### src/rtl/alu_regfile.sv
// alu_regfile: operand-supply / result-return end of the integer ALU datapath.
//
// Holds the 32 x XLEN integer register file plus a per-register pending
// scoreboard. Decoded register indices arrive on an issue handshake; the
// operands are read, registered, and presented to the ALU on an op handshake.
// ALU results come back on an always-accepted writeback port.
//
// Ports:
//   clk, rst_n                 clock, synchronous active-low reset
//   issue_valid / issue_ready  issue handshake (ready is combinational)
//   issue_rs1/rs2/rd/rd_we     decoded source/destination indices
//   op_valid / op_ready        operand handshake towards the ALU
//   op_rs1/op_rs2              registered operand values
//   op_rd/op_rd_we             destination passed through for writeback
//   wb_valid/wb_rd/wb_data     ALU result writeback (no backpressure)
//
// Build option:
//   ALU_REGFILE_BYPASS_EN  forward same-cycle writeback data into the operand
//                          register and treat that register as no longer
//                          pending for the hazard check.
module alu_regfile #(
  parameter int XLEN = 32,
  parameter int NREG = 32
) (
  input  logic            clk,
  input  logic            rst_n,
  input  logic            issue_valid,
  output logic            issue_ready,
  input  logic [4:0]      issue_rs1,
  input  logic [4:0]      issue_rs2,
  input  logic [4:0]      issue_rd,
  input  logic            issue_rd_we,
  output logic            op_valid,
  input  logic            op_ready,
  output logic [XLEN-1:0] op_rs1,
  output logic [XLEN-1:0] op_rs2,
  output logic [4:0]      op_rd,
  output logic            op_rd_we,
  input  logic            wb_valid,
  input  logic [4:0]      wb_rd,
  input  logic [XLEN-1:0] wb_data
);

  logic [XLEN-1:0] rf [NREG];
  logic [NREG-1:0] pend;
  logic [NREG-1:0] wb_clr;
  logic [NREG-1:0] iss_set;
  logic [NREG-1:0] pend_eff;
  logic            hazard;
  logic            accept;
  logic [XLEN-1:0] rs1_val;
  logic [XLEN-1:0] rs2_val;

  logic            vld_p0;
  logic [XLEN-1:0] rs1_p0;
  logic [XLEN-1:0] rs2_p0;
  logic [4:0]      rd_p0;
  logic            rd_we_p0;

  always_comb begin
    wb_clr = '0;
    if (wb_valid && wb_rd != 5'd0) wb_clr[wb_rd] = 1'b1;

`ifdef ALU_REGFILE_BYPASS_EN
    // A register being written back this cycle can be forwarded, so it no
    // longer blocks the issue.
    pend_eff = pend & ~wb_clr;
`else
    pend_eff = pend;
`endif

    hazard = (issue_rs1 != 5'd0 && pend_eff[issue_rs1]) ||
             (issue_rs2 != 5'd0 && pend_eff[issue_rs2]) ||
             (issue_rd_we && issue_rd != 5'd0 && pend_eff[issue_rd]);

    issue_ready = !hazard && (!vld_p0 || op_ready);
    accept      = issue_valid && issue_ready;

    iss_set = '0;
    if (accept && issue_rd_we && issue_rd != 5'd0) iss_set[issue_rd] = 1'b1;

    rs1_val = (issue_rs1 == 5'd0) ? '0 : rf[issue_rs1];
    rs2_val = (issue_rs2 == 5'd0) ? '0 : rf[issue_rs2];
`ifdef ALU_REGFILE_BYPASS_EN
    if (wb_valid && wb_rd != 5'd0 && wb_rd == issue_rs1) rs1_val = wb_data;
    if (wb_valid && wb_rd != 5'd0 && wb_rd == issue_rs2) rs2_val = wb_data;
`endif
  end

  // ---- stage p0: scoreboard and operand-valid control ----
  always_ff @(posedge clk) begin
    if (!rst_n) begin
      pend   <= '0;
      vld_p0 <= 1'b0;
    end else begin
      // Issue set is OR-ed after the writeback clear so a same-register
      // set/clear collision leaves the bit pending.
      pend <= (pend & ~wb_clr) | iss_set;
      if (accept)        vld_p0 <= 1'b1;
      else if (op_ready) vld_p0 <= 1'b0;
    end
  end

  // ---- stage p0: register array and operand data ----
  always_ff @(posedge clk) begin
    if (!rst_n) begin
      for (int i = 0; i < NREG; i++) rf[i] <= '0;
      rs1_p0   <= '0;
      rs2_p0   <= '0;
      rd_p0    <= '0;
      rd_we_p0 <= 1'b0;
    end else begin
      if (wb_valid && wb_rd != 5'd0) rf[wb_rd] <= wb_data;
      if (accept) begin
        rs1_p0   <= rs1_val;
        rs2_p0   <= rs2_val;
        rd_p0    <= issue_rd;
        rd_we_p0 <= issue_rd_we;
      end
    end
  end

  assign op_valid = vld_p0;
  assign op_rs1   = rs1_p0;
  assign op_rs2   = rs2_p0;
  assign op_rd    = rd_p0;
  assign op_rd_we = rd_we_p0;

endmodule

### config.mk
export PLATFORM = sky130hd
export DESIGN_NAME = alu_regfile
export DESIGN_NICKNAME = d
export VERILOG_FILES = /design/src/rtl/alu_regfile.sv
export SDC_FILE = /design/constraint.sdc
export NUM_CORES = 2
export LEC_CHECK = 0
export BUFFER_PORTS_ARGS = -buffer_cell sky130_fd_sc_hd__buf_2
export CORE_UTILIZATION = 30
export CTS_CLUSTER_SIZE = 10
export DETAILED_ROUTE_END_ITERATION = 8
export PLACE_DENSITY_LB_ADDON = 0.3
export SYNTH_ARGS = -nofsm -noshare
export SYNTH_HDL_FRONTEND = slang
export SYNTH_SLANG_ARGS = --single-unit
### constraint.sdc
create_clock -name clk -period 4.31 [get_ports clk]
set_input_delay 0.862 -clock clk [delete_from_list [all_inputs] [get_ports clk]]
set_output_delay 0.862 -clock clk [all_outputs]
set_load 0.1 [all_outputs]
-- Word level (Yosys, flattened, before mapping)
Memory sizes are Yosys's and may differ from the RTL's.
Cells that the tools add are included.
W data, S select, Z words.
- $lt $le $gt $ge: 6
- mux-type cells: 23
- bitwise gates (word level): 3
- reduce and logical (&&, ||, !) cells: 24
- operator list (cell ; count):
    $mux W32 ; 5
    $and A32 B32 Y32 ; 1
    $not A32 Y32 ; 1
    $or A32 B32 Y32 ; 1
    $reduce_or A32 Y1 ; 1
    $lt A5 B6 Y1 const B ; 4
    $reduce_bool A5 Y1 ; 4
    $bmux W1 S5 ; 3
    $mux W1 ; 12
    $logic_and A1 B1 Y1 ; 11
    $demux W1 S5 ; 2
    $ge A5 B1 Y1 const B ; 2
    $logic_not A5 Y1 ; 2
    $mux W5 ; 1
    $logic_or A1 B1 Y1 ; 3
    $logic_not A1 Y1 ; 2
    $reduce_bool A2 Y1 ; 1
- register bits after elaboration: 103
- RAM bits: 1024
- output and inout bits: 72
- logic and storage cells: 63
- memories: 1
- memories (memory ; words ; bits a word ; rd ports ; clocked after Yosys merged registers in ; write ports ; line ; source):
    rf ; 32 ; 32 ; 2 ; 0 ; 32 ; 44 ; logic [XLEN-1:0] rf [NREG];

-- Longest topological paths before layout
- depth in word-level cells: 12
- gate-level depth with buffers: 10
- mapped depth without buffers: 6

-- Worst setup path before layout
No wires, ideal clock.
- path type: input-to-reg
- from: in wb_rd[3]
- to: reg pend[11]
- setup time: 0.263 ns
- arrival time: 4.364 ns
- required time: 4.047 ns
- slack: -0.318 ns
- cell stages on the path: 5
- buffers on the path: 2
- cell sequence: clkbuf_1 or3b_2 clkbuf_1 o21ai_0 o32ai_1
- cells in the longest elaborated chain, start to end: 8
- ends and longest elaborated chain (item ; line ; source):
    start: declaration ; 40 ; input logic [4:0] wb_rd,
    $lt A5 B6 Y1 (not written as such) or $ge A5 B1 Y1 (tied branches) ; 62 ; if (wb_valid && wb_rd != 5'd0) wb_clr[wb_rd] = 1'b1;
    $logic_and A1 B1 Y1 (not written as such) ; 62 ;
    $mux W1 (not written as such) ; 62 ;
    $demux W1 S5 ; 62 ;
    $mux W32 * ; 62 ;
    $not A32 Y32 * ; 98 ; pend <= (pend & ~wb_clr) | iss_set;
    $and A32 B32 Y32 * ; 98 ;
    $or A32 B32 Y32 * ; 98 ;
    end signal: assignment ; 98 ;
    end: declaration ; 45 ; logic [NREG-1:0] pend;
Mark *: on every way between the ends. The rest lies on a longest branch, timed or not.
A chain may end at the register's enable or synchronous reset.

-- Worst setup path in the final report
- from: in issue_rs2[0]
- to: out issue_ready
- cells in the longest elaborated chain, start to end: 7
- ends and longest elaborated chain (item ; line ; source):
    start: declaration ; 30 ; input logic [4:0] issue_rs2,
    $bmux W1 S5 ; 73 ; (issue_rs2 != 5'd0 && pend_eff[issue_rs2]) ||
    $mux W1 (not written as such) ; 73 ;
    $logic_and A1 B1 Y1 * ; 73 ;
    $logic_or A1 B1 Y1 * ; 72 ; hazard = (issue_rs1 != 5'd0 && pend_eff[issue_rs1]) ||
    $logic_or A1 B1 Y1 * ; 73 ;
    $logic_not A1 Y1 * ; 76 ; issue_ready = !hazard && (!vld_p0 || op_ready);
    $logic_and A1 B1 Y1 * ; 76 ;
    end: declaration ; 28 ; output logic issue_ready,
Mark *: on every way between the ends. The rest lies on a longest branch, timed or not. The select of a mux whose other input is x is not followed.

==> results.md <==
- Status: finished clean
- Final Cycle Share: 0.8576
- Root buf cell: clkbuf_16
- WL/cell: 33.62 um
- Setup Fix Bufs, Post-CTS: 0
- Layout cells sized above 1: 0.2932
- Largest net degree at the start of global routing: 107
- Detailed-route via count: 36930
- Syn Std Cell Area: 59120 um^2
- Crit path max-delay cell type: mux4_2
- DRT iter0 DRCs: 5152
- Port Buffer Count: 129
- Rows: 162
- Final Max Slew Viols: 0
- Cells after synthesis: 3793
- CP peak stage delay: 0.56 ns
- Met1 Use GR: 0.3017
- Sequential cell area fraction in the yosys report: 0.5550
- Most frequent cells in the layout: 1024 x edfxtp_1, 993 x and2_1, 619 x mux4_2
- Num ports: 130
- CTS buffer count: 135
- Final setup viols: 0
- Vias in the first global route: 36500
- Final Hold Vio Count: 0
- Post-CTS resize count: 0
- VDD IR-drop max: 0.0004099 V
- Global-route met3 utilization: 0.04299
- DP HPWL: 118.0 mm
- Die Y-Extent: 445.9 um
- Post-cts hold buffer count: 0
- Register-to-Register Path Depth: 7
- Crit path capture type: output port
- GRT Residual Overflow: 0
- Syn-to-layout area delta: 14.84%
- PwrDens: 404.9 nW/um^2
- CTS H-tree depth: 4
- Final Skew: 0.03231 ns
- Total die area: 198900 um^2
- CTS tree: built
- CP Class: in -> out
- First-pass GRT wire length: 303.6 mm
- Ranking of synthesized cells by area: edfxtp_1 52%, mux4_2 24%, and2_1 11%, dfxtp_1 3.5%, mux2i_1 2.8%
- CTS sink cnt: 1127
- Rel. slew slack: 0.2514
- Post-route DRC: 0
- Seq cells post-synth: 1127
- Crit-path most repeated cell: mux2i_1
- Cell count after placement: 6316
- Synth cell types: 49
- Reg clk slew, reported paths: 0.07 ns
- Crit-path max FO: 36
- Main synth FF type: edfxtp_1
- DP Area: 63760 um^2
- Post-synth EDFFs: 1024
- Max-cap violation count: 0
- Critical-path cell list: buf_8, mux4_2, mux2i_1, mux2i_1, o211ai_2, and4b_1, buf_12
- WL final: 221.0 mm
- Post-synth top area cell: edfxtp_1
- Commonest non-fill, non-tap cell in the layout: edfxtp_1
- Leak pwr: 23.10 nW
- GPL Wtd Cong: 0.8130
- Synth Area per Inst: 15.59 um^2
- ANT nets after route: 0
- Hold slack: 0.4364 ns
- CTS Buffer Depth: 3
- Startpoint Class: input port
- Final #Nets: 3887
- Core area: 195400 um^2
- Final instance area: 67900 um^2
- Fmax: 270.5 MHz
- Data required, critical path: 3.45 ns
- Hold Crit Depth: 3
- Layout Cells excl Fill: 6573
- Yosys Warn Count: 0
- Starting Density: 0.3026
- Most used routing layer: met2
- Total Routing Usage GR: 0.2210
- Measured slew at the worst slew-check pin: 1.123 ns
- Hold Path Class: in -> reg
- Die X: 445.9 um
- Ys async rst share: 0
- Initial antenna violation count: 41
- Minimum clock period: 3.696 ns
- First-pass iteration count of the detailed router: 5
- DR vias/cell: 5.618
- Area fraction of the dominant cell type after synthesis: 0.5201
- Unrepaired setup endpoints after global routing: false
- Met2 usage: 0.3541
- Clock Latency Late Sink: 0.78 ns
- CP Data Arrival Time: 2.83 ns
synthesized netlist by cell type, drive strengths merged, types with 5 or more instances:
library cell / count
nand3b: 5
nor2: 41
buf: 101
dfxtp: 103
o21ai: 38
o22ai: 12
nand4: 11
nor2b: 5
inv: 21
mux4: 619
nand2: 117
o32ai: 10
a22oi: 40
nand2b: 49
mux2i: 164
o31ai: 9
mux2: 28
nor3: 5
clkbuf: 299
or3: 6
and2: 993
edfxtp: 1024
nand3: 52
o211ai: 14
critical path: cells and delay by family:
family | cells | cell delay, ns
AO/OA/AOI/OAI | 1 | 0.28
buffers and inverters | 2 | 0.56
multiplexers | 3 | 0.81
AND/OR/NAND/NOR | 1 | 0.30
layer usage:
layer	share of wire	wire [um]
met4	0.031	6894
met2	0.47	104300
met3	0.097	21370
met5	0.000050	11
met1	0.40	88380
cells by family (layout without fill, tap and decap cells):
logic type | Yosys count | in the layout | share of synthesized area
compound gates | 132 | 132 | 0.01524
simple gates | 1300 | 1300 | 0.1306
mux | 811 | 811 | 0.2689
buf+inv | 422 | 524 | 0.03028
other cells | 1 | 55 | 0.00006343
flops | 1127 | 1127 | 0.5550
flip-flops by register name, indices dropped and copies added (netlist names):
name      count
rf         1024
op_rd_we      1
op_rd         5
pend         32
op_rs2       32
op_valid      1
op_rs1       32
metrics by stage:
step                setup TNS [ns]  power (W)  setup WS, ns    util
floorplan                   -34.91    0.01543       -0.3176       -
global placement                 0    0.01669        0.5513  0.3263
detailed placement               0    0.01673        0.6120  0.3263
CTS                              0    0.02761        0.6061  0.3472
global route                     0    0.02819        0.5464  0.3473
finish                           0    0.02749        0.6136  0.3475
final timing paths:
check	from	to	slack, ns
worst min register to register	op_rs2[30]	op_rs2[30]	0.46
worst max register to register	pend[22]	op_rs2[13]	1.77
worst min-delay path	op_ready	op_valid	0.44
worst max-delay path	issue_rs2[0]	issue_ready	0.61
cell type report:
type | count | area (um^2)
clock inverter | 13 | 166.4
antenna | 23 | 57.56
sequential | 1127 | 32810
tap | 2624 | 3283
multi-input combinational | 2275 | 25260
fill | 18560 | 127500
timing repair buffer | 268 | 2328
inverter | 22 | 85.08
clock buffer | 221 | 3911
power breakdown:
| part | leakage [nW] | switching (W) | internal [W] |
|---|---|---|---|
| Sequential | 10.6 | 0.000329 | 0.0125 |
| Clock | 1.96 | 0.00466 | 0.00630 |
| Combinational | 10.5 | 0.00223 | 0.00142 |
(Power assumes the default switching activity.)
